[src/rtl/character_action_controller.sv]
// Character action controller: turns button levels and physics feedback into
// a movement/jump state machine, issuing a single launch request per jump.
// Optional feature macro: CHAR_PAUSE_EN adds a pause input and the HOLD state.
module character_action_controller #(
  parameter int unsigned SIGNED_PHY_WIDTH = 17,
  parameter int unsigned MAX_CHARGE       = 32,
  parameter int unsigned JUMP_BASE        = 2,
  parameter int unsigned MAX_VEL_Y        = 10,
  parameter int unsigned JUMP_VEL_X       = 4,
  parameter int unsigned LAND_TICKS       = 16
) (
  input  logic                                  sys_clk,
  input  logic                                  sys_rst_n,
  input  logic                                  character_clk,
  input  logic                                  btn_left,
  input  logic                                  btn_right,
  input  logic                                  btn_jump,
  input  logic                                  on_ground,
  input  logic                                  hit_wall,
  input  logic signed [SIGNED_PHY_WIDTH-1:0]    vel_y,
`ifdef CHAR_PAUSE_EN
  input  logic                                  pause,
`endif
  output logic [2:0]                            char_state,
  output logic                                  jump_req,
  output logic signed [SIGNED_PHY_WIDTH-1:0]    jump_vel_y,
  output logic signed [SIGNED_PHY_WIDTH-1:0]    jump_vel_x,
  output logic [$clog2(MAX_CHARGE+1)-1:0]       charge_level
);

  localparam int unsigned W  = SIGNED_PHY_WIDTH;
  localparam int unsigned CW = $clog2(MAX_CHARGE + 1);
  localparam int unsigned LW = (LAND_TICKS > 1) ? $clog2(LAND_TICKS) : 1;

  localparam logic [CW-1:0]       CHARGE_MAX = CW'(MAX_CHARGE);
  localparam logic [LW-1:0]       LAND_LAST  = LW'(LAND_TICKS - 1);
  localparam logic [31:0]         VEL_Y_CAP  = 32'(MAX_VEL_Y);
  localparam logic signed [W-1:0] VEL_X_MAG  = W'(JUMP_VEL_X);

  typedef enum logic [2:0] {
    ST_IDLE      = 3'd0,
    ST_LEFT      = 3'd1,
    ST_RIGHT     = 3'd2,
    ST_CHARGE    = 3'd3,
    ST_JUMP      = 3'd4,
    ST_COLLISION = 3'd5,
    ST_FALL      = 3'd6,
    ST_HOLD      = 3'd7
  } state_t;

  state_t                state_q, state_d;
  logic [CW-1:0]         charge_q, charge_d;
  logic [LW-1:0]         land_q, land_d;
  logic                  dir_q, dir_d;
  logic signed [W-1:0]   vel_y_q, vel_y_d;
  logic signed [W-1:0]   vel_x_q, vel_x_d;
  logic                  launch_c;
  logic [31:0]           vy_sum_c;
  logic                  dir_left_c, dir_right_c, landing_c;
`ifdef CHAR_PAUSE_EN
  state_t                saved_q, saved_d;
`endif

  // Direction decode: both buttons cancel out; landing needs support and no upward motion.
  assign dir_left_c  = btn_left & ~btn_right;
  assign dir_right_c = btn_right & ~btn_left;
  assign landing_c   = on_ground & (vel_y[W-1] | (vel_y == '0));

  assign char_state   = state_q;
  assign charge_level = charge_q;
  assign jump_vel_y   = vel_y_q;
  assign jump_vel_x   = vel_x_q;

  // Next-state, counter and launch-velocity evaluation for one physics tick.
  always_comb begin
    state_d  = state_q;
    charge_d = charge_q;
    land_d   = land_q;
    dir_d    = dir_q;
    vel_y_d  = vel_y_q;
    vel_x_d  = vel_x_q;
    launch_c = 1'b0;
    vy_sum_c = 32'(JUMP_BASE) + 32'(charge_q);
`ifdef CHAR_PAUSE_EN
    saved_d  = saved_q;
    if (pause) begin
      if (state_q != ST_HOLD) saved_d = state_q;
      state_d = ST_HOLD;
    end else
`endif
    begin
      case (state_q)
        ST_IDLE, ST_LEFT, ST_RIGHT: begin
          if (!on_ground) begin
            state_d = ST_JUMP;
          end else if (btn_jump) begin
            state_d  = ST_CHARGE;
            charge_d = '0;
          end else if (dir_left_c) begin
            state_d = ST_LEFT;
          end else if (dir_right_c) begin
            state_d = ST_RIGHT;
          end else begin
            state_d = ST_IDLE;
          end
        end
        ST_CHARGE: begin
          if (!btn_jump || (charge_q == CHARGE_MAX)) begin
            state_d  = ST_JUMP;
            launch_c = 1'b1;
            vel_y_d  = (vy_sum_c > VEL_Y_CAP) ? W'(VEL_Y_CAP) : W'(vy_sum_c);
            vel_x_d  = dir_left_c ? -VEL_X_MAG : (dir_right_c ? VEL_X_MAG : '0);
            dir_d    = dir_left_c;
          end else begin
            charge_d = charge_q + CW'(1);
          end
        end
        ST_JUMP: begin
          if (landing_c) begin
            state_d = ST_FALL;
            land_d  = '0;
          end else if (hit_wall) begin
            state_d = ST_COLLISION;
            dir_d   = ~dir_q;
          end
        end
        ST_COLLISION: begin
          if (landing_c) begin
            state_d = ST_FALL;
            land_d  = '0;
          end else begin
            state_d = ST_JUMP;
          end
        end
        ST_FALL: begin
          if (land_q == LAND_LAST) begin
            state_d = ST_IDLE;
          end else begin
            land_d = land_q + LW'(1);
          end
        end
        ST_HOLD: begin
`ifdef CHAR_PAUSE_EN
          state_d = saved_q;
`else
          state_d = ST_IDLE;
`endif
        end
      endcase
    end
  end

  // Registers advance only on physics ticks; jump_req is a single-cycle pulse.
  always_ff @(posedge sys_clk or negedge sys_rst_n) begin
    if (!sys_rst_n) begin
      state_q  <= ST_IDLE;
      charge_q <= '0;
      land_q   <= '0;
      dir_q    <= 1'b0;
      vel_y_q  <= '0;
      vel_x_q  <= '0;
      jump_req <= 1'b0;
`ifdef CHAR_PAUSE_EN
      saved_q  <= ST_IDLE;
`endif
    end else begin
      jump_req <= character_clk & launch_c;
      if (character_clk) begin
        state_q  <= state_d;
        charge_q <= charge_d;
        land_q   <= land_d;
        dir_q    <= dir_d;
        vel_y_q  <= vel_y_d;
        vel_x_q  <= vel_x_d;
`ifdef CHAR_PAUSE_EN
        saved_q  <= saved_d;
`endif
      end
    end
  end

endmodule

[config.mk]
export PLATFORM = sky130hd
export DESIGN_NAME = character_action_controller
export DESIGN_NICKNAME = d
export VERILOG_FILES = /design/src/rtl/character_action_controller.sv
export SDC_FILE = /design/constraint.sdc
export NUM_CORES = 1
export LEC_CHECK = 0
export ABC_AREA = 0
export CORE_MARGIN = 3
export CORE_UTILIZATION = 46
export CTS_BUF_LIST = sky130_fd_sc_hd__clkbuf_8
export DETAILED_ROUTE_END_ITERATION = 16
export PLACE_DENSITY = 0.83
export SLEW_MARGIN = 40
export SYNTH_ARGS = -nofsm -noshare
export SYNTH_HDL_FRONTEND = slang
export SYNTH_SLANG_ARGS = --single-unit
export TNS_END_PERCENT = 100
[constraint.sdc]
create_clock -name sys_clk -period 3 [get_ports sys_clk]
set_input_delay 0.9 -clock sys_clk [delete_from_list [all_inputs] [get_ports sys_clk]]
set_output_delay 0.9 -clock sys_clk [all_outputs]
set_load 0.1 [all_outputs]
==> results of run 1 <==
[through the flow]
step / cells / util / area (um2) / worst slack (ps)
floorplan: 163 / - / 1580 / 565
global placement: 237 / 0.615 / 1920 / 200
detailed placement: 237 / 0.615 / 1920 / 128
CTS: 241 / 0.629 / 1970 / 405
global route: 241 / 0.629 / 1970 / 264
finish: 241 / 0.629 / 1970 / 411
[metal layers]
layer,vias to the layer above,track usage
li1,597,-
met1,575,0.227
met2,46,0.314
met5,-,0
met3,2,0.0404
met4,0,0.0404
[flip-flops by register name (all words and copies together) (netlist names)]
| name | flops |
|---|---|
| land_q | 4 |
| char_state | 3 |
| jump_vel_y | 7 |
| charge_level | 6 |
| jump_req | 1 |
| jump_vel_x | 2 |
[final timing paths]
kind | from | end | depth (start not counted)
min | jump_vel_y[6] | jump_vel_y[6] | 1
min in group asynchronous | sys_rst_n | land_q[2] | 2
max reg2reg | charge_level[1] | char_state[1] | 6
max in group asynchronous | sys_rst_n | jump_vel_x[15] | 2
min reg2reg | jump_vel_y[6] | jump_vel_y[6] | 1
max | vel_y[2] | char_state[1] | 5
[cell families (layout without fill, tap and decap cells)]
kind of cell               count (synthesis)  count (layout)  share of synthesized area
and+or+nand+nor                           40              40                      0.177
buffers and inverters                     40              74                      0.163
AOI/OAI and AO/OA                         31              31                      0.164
DFF                                       23              23                      0.373
muxes                                      8               8                     0.0544
adders and majority gates                  6               6                     0.0487
xor gates and xnor gates                   3               3                     0.0170
other                                      1              12                    0.00243
[critical path, delay by kind of cell]
family / cells / cell delay [ps]
AOI/OAI and AO/OA: 2 / 720
buffers and inverters: 1 / 420
muxes: 1 / 370
and+or+nand+nor: 1 / 320
[cell usage in the layout (no fill, tap or decap), types with 2 or more instances in the layout]
master,count
a21boi_0,3
a22o_1,2
a2bb2oi_1,5
and2_1,4
buf_4,33
clkbuf_8,3
clkdlybuf4s50_1,24
conb_1,12
dfrtp_1,23
ha_1,6
inv_1,14
mux2_1,2
mux2i_1,5
nand2_1,6
nand3_1,6
nor2_1,3
nor2b_1,3
nor4_2,4
o2111ai_1,2
o211ai_1,3
o21ai_0,4
o22ai_1,2
xnor2_1,3
[layout make-up]
type	count	area [um2]	area share
multi-input cells	100	756	0.384
flip-flops and latches	23	576	0.292
repair buffers	57	488	0.248
well taps	44	55.1	0.0280
inverters	13	48.8	0.0248
clock buffers	3	41.3	0.0210
clock inverters	1	3.75	0.00191
==> results, run 1 <==
- The run finished with clean final reports.
- Row generation in the floorplan step produced 20 rows.
- The tightest slew margin relative to the limit is 0.628.
- The synthesized netlist occupies a cell area of 1540 um2.
- The y dimension of the die is 63.9 um.
- From left edge to right edge, the die measures 63.9 um.
- The total of cells resized after clock tree synthesis is 0.
- The register-to-register path setup slack is 930 ps.
- Setup repair after global routing left no endpoint under its margin.
- The final HPWL from detailed placement is 2.77 mm.
- The actual slew at the worst max-slew pin is 553 ps.
- At the worst endpoint, the required time is 3140 ps.
- The later pin in the worst-skew pair is clocked with a latency of 250 ps.
- The number of post-CTS setup repair buffers is 0.
- Synthesis instantiated 46 different standard cells from the library.
- In the detailed route, the total length drawn on met3 is 278 um.
- The max-slew violation count was 0.
- Once detail routing completed, the nets flagged for antenna violations numbered 0.
- In the routed design, unresolved DRC markers number 0.
- Setup violations remaining at the end of the flow were counted as 0.
- The worst setup path is captured at a flop.
- The primary flip-flop cell chosen by synthesis mapping is dfrtp_1.
- The highest net fanout along the worst path is 5.
- The most common cell in the synthesized netlist is buf_4.
- For this run, the number of Yosys warnings is 0.
- The tree is rooted in a clkbuf_8.
- The ratio of cells with drive above 1 in the final layout is 0.244.
- The net count reported at finish is 229.
- The maximum number of pins on one net before global-route repair is 24.
- Input and output buffers added on the ports amount to 56.
- The first global-routing pass estimated 5.95 mm of wire.
- Using the TritonRoute via totals, the vias-per-cell ratio works out to 5.06.
- The via count of the first global-routing pass is 1271.
- The routed length per instance is 14.2 um.
- The number of antenna diodes is 0.
- The post-detailed-routing wire length is 3.43 mm.
- The synthesized area per cell is 10.1 um2.
- The number of top-level design ports is 69.
- The fraction of the yosys area taken by sequential cells is 0.373.
- The clock slew seen by the registers of the worst setup and hold paths is 70 ps.
- The gate count after technology mapping is 152.
- For this design, the CTS-stage hold fixing added 0 buffers.
- TritonCTS built the clock tree.
- The number of H-tree levels is 1.
- The worst hold slack is 488 ps.
- The area growth from synthesis to layout is 27.7%.
- The library cell with the largest summed area after synthesis is dfrtp_1.
- The post-layout minimum cycle time is 2590 ps.
- The commonest cells after synthesis are buf_4 (27), dfrtp_1 (23), inv_1 (13).
- Sorting the synthesized cells by area gives the leading types as dfrtp_1 (37%), buf_4 (13%), ha_1 (4.9%), mux2i_1 (3.2%), nor4_2 (3.2%).
- After filler insertion, the fill cell instance count of the layout stands at 279.
- The topmost layer with routed signal wires is met4.
- The global-route total usage across every layer is 0.181.
- The wire length on met1 is 1.40 mm.
- The number of hold violations in the final report is 0.
- The accumulated negative setup slack is 0 ps.
- The routed layout has 1220 vias.
- The clock passes through at most 2 buffers.
- The maximum achievable frequency is 0.386 GHz.
- The async set-reset flop share out of synthesis is 1.00.
- The first routing iteration left 65 violations.
- The library cell contributing the largest single delay on the critical path is a2111oi_2.
- Dividing the final minimum period by the clock period gives 0.863.
- The first detailed-routing pass took 4 iterations.
- The share of synthesized area in the top cell type comes to 0.373.
- The path type of the worst min-delay path is flop to flop.
- The placer's final routability congestion estimate is 0.900.
- STA classifies the critical path startpoint as a primary input.
- The initial antenna violation count came to 0.
- The die area is 4080 um2.
- The signal on the critical path passes through clkdlybuf4s50_1, nor4_2, a41oi_2, a2111oi_2, mux2_1.
- The critical setup path kind is primary input to flop.
- The total clock sinks is 23.
- The effective utilization at floorplan is 0.493.
- The clock arrives with 0.993 ps of skew.
- The amount of wire on met2 after detailed routing is 1.74 mm.
- For this run, the slowest stage of the critical path takes 490 ps.
- The total CTS buffers is 3.
- The tool flagged a number of max-cap violations equal to 0.
- The core region is 3130 um2.
- The worst endpoint data arrival time is 2730 ps.
- After global routing the overflow that remains totals 0.
- Counting flops and latches in the post-synthesis netlist gives 23.
- The number of synthesized flops with an enable pin is 0.
Power of run 1 is left out: the tool's default activity adds up to more than one toggle a clock period on the data nets, which glitch-free logic cannot reach.
==> run 2, diff against run 1 <==
--- a/config.mk
+++ b/config.mk
@@ -10,6 +10,7 @@
 export CORE_UTILIZATION = 46
 export CTS_BUF_LIST = sky130_fd_sc_hd__clkbuf_8
 export DETAILED_ROUTE_END_ITERATION = 16
+export GPL_TIMING_DRIVEN = 0
 export PLACE_DENSITY = 0.83
 export SLEW_MARGIN = 40
 export SYNTH_ARGS = -nofsm -noshare
==> run 2 against run 1 <==
Compared with the run above:
- register-to-register slack hardly changed
- setup slack worse by 3.9 ps
- routed wire length is 3.8% higher
- critical endpoint unchanged
- clock skew is 2.7 ps higher
==> results, run 2 (synthesis gave the netlist of run 1 again) <==
- The run finished with clean final reports.
- The worst clock skew is 3.67 ps.
- Setup violations remaining at the end of the flow were counted as 0.
- The first global-routing pass estimated 6.05 mm of wire.
- The capturing element type of the critical path is a flop.
- Measured against its own limit, the worst slew margin works out to 0.654.
- The data required time at the worst endpoint is 3150 ps.
- Data on the critical path arrives at its endpoint at 2740 ps.
- The highest net fanout along the worst path is 5.
- The post-detailed-routing wire length is 3.56 mm.
- Using the TritonRoute via totals, the vias-per-cell ratio works out to 4.91.
- The share of the core filled with cells is 0.665.
- The layer with the highest usage after global routing is met2.
- The number of rows in the core area is 20.
- The max-slew violation count came to 0.
- In this run the tool buffered the top-level ports with 56 buffer cells.
- The library cell used most frequently in the layout, excluding fill and tap cells, is buf_2.
- The total of cells resized after clock tree synthesis is 0.
- For this configuration, the core starts out at a cell density of 0.493.
- The actual slew at the worst max-slew pin is 515 ps.
- The horizontal die dimension is 63.9 um.
- The initial antenna violation count was 0.
- The floorplan step defined a die boundary enclosing 4080 um2.
- The maximum clock path buffer count is 2.
- Routability-driven placement finished with a final weighted congestion of 0.880.
- The via count of the first global-routing pass was 1328.
- Entering global routing, the biggest net connects 24 pins.
- In the global route stage, overall resource usage came out at 0.183.
- Timing analysis after detailed placement gives a worst setup slack of 92.0 ps.
- The peak per-stage delay on the critical path is 490 ps.
- The final HPWL from detailed placement is 2.85 mm.
- For this run, the number of standard cells in the final layout without fillers is 267.
- The area growth from synthesis to layout is 34.9%.
- The number of post-CTS setup repair buffers is 0.
- For the worst-skew pair, the clock arrives at the later sink with an insertion delay of 260 ps.
- The number of hold buffers added after CTS is 0.
- The die is 63.9 um tall.
- The number of antenna-violating nets in the routed design is 0.
- The path class of the tightest hold or removal check is flop to flop.
- The total CTS buffers is 3.
- After global routing the overflow that remains totals 0.
- TritonCTS built the clock tree.
- Dividing the detail-routed wire length by the instance count gives 13.3 um.
- The number of flip-flops under the largest register name is 7.
- The number of hold violations in the final report is 0.
- The global routing met2 resource utilization is 0.343.
- Clock-pin slew was measured on the worst setup and hold paths at 80 ps.
- The smallest setup slack after layout is 407 ps.
- The detailed router placed 1310 vias in this run.
- STA classifies the critical path startpoint as a primary input.
- Setup repair after global routing left no endpoint under its margin.
- The post-layout minimum cycle time is 2590 ps.
- The met1 usage is 0.211.
- For met3 alone, demand over resource in global routing was 0.0422.
- In this run, placement finished with an instance count of 263.
- The number of search-and-repair iterations in the first detailed-routing pass is 4.
- The library cell contributing the largest single delay on the critical path is a2111oi_2.
- The critical setup path kind is primary input to flop.
- The number of top-level design ports is 69.
- The total clock sinks is 23.
- Summed over all failing endpoints, the final setup total negative slack is 0 ps.
- The library cells used most frequently in the layout, excluding fill and tap cells, are buf_2 (33), buf_4 (27), dfrtp_1 (23), clkdlybuf4s50_1 (23), inv_1 (13).
- Of the cells placed in the final design, the portion with a size suffix greater than 1 is 0.341.
- The number of remaining DRC errors is 0.
- In this run the number of H-tree levels came out at 1.
- The maximum achievable frequency is 0.386 GHz.
- The number of antenna diodes is 0.
- Max-cap violations in this run came to 0.
- The final cycle utilization of the critical path is 0.864.
- The iteration-0 DRC count of the detailed router is 51.
- The signal on the critical path passes through clkdlybuf4s50_1, nor4_2, a41oi_2, a2111oi_2, mux2_1.
- The placeable core region is 3130 um2.
- The tree is rooted in a clkbuf_8.
- In the final design database the tool counted 255 nets.
-- run 2: worst paths after layout --
check                                     start            end  slack (ps)  cells past startpoint
worst max-delay path                  vel_y[13]  char_state[1]         410                      5
worst max register to register  charge_level[1]  char_state[1]         920                      6
worst min-delay path              jump_vel_y[6]  jump_vel_y[6]         480                      1
worst min register to register    jump_vel_y[6]  jump_vel_y[6]         480                      1
min in group asynchronous             sys_rst_n  char_state[0]         600                      1
max in group asynchronous             sys_rst_n       jump_req        2050                      1
-- run 2: critical path, delay by kind of cell --
kind	cells	cell delay [ps]
buf+inv	1	430
simple gates	1	330
compound gates	2	730
mux	1	350
-- run 2: through the flow --
step                hold slack, ps  cell area (um2)
floorplan                      479             1580
global placement               473             2200
detailed placement             468             2030
CTS                            491             2080
global route                   499             2080
finish                         484             2080
-- run 2: final cells by class --
cell class | count | area [um2]
fillers | 269 | 1050
multi-input cells | 100 | 756
flip-flops and latches | 23 | 576
repair buffers | 56 | 395
plain buffers | 27 | 203
well taps | 44 | 55.1
inverters | 13 | 48.8
clock buffers | 3 | 41.3
clock inverters | 1 | 5.00
-- run 2: metal layers --
| metal | vias to the layer above | part of all wire |
|---|---|---|
| met5 | - | 0 |
| met4 | 0 | 0.0059 |
| met3 | 4 | 0.074 |
| met2 | 42 | 0.52 |
| met1 | 616 | 0.40 |
| li1 | 648 | - |
Power of run 2 is left out for the same reason.
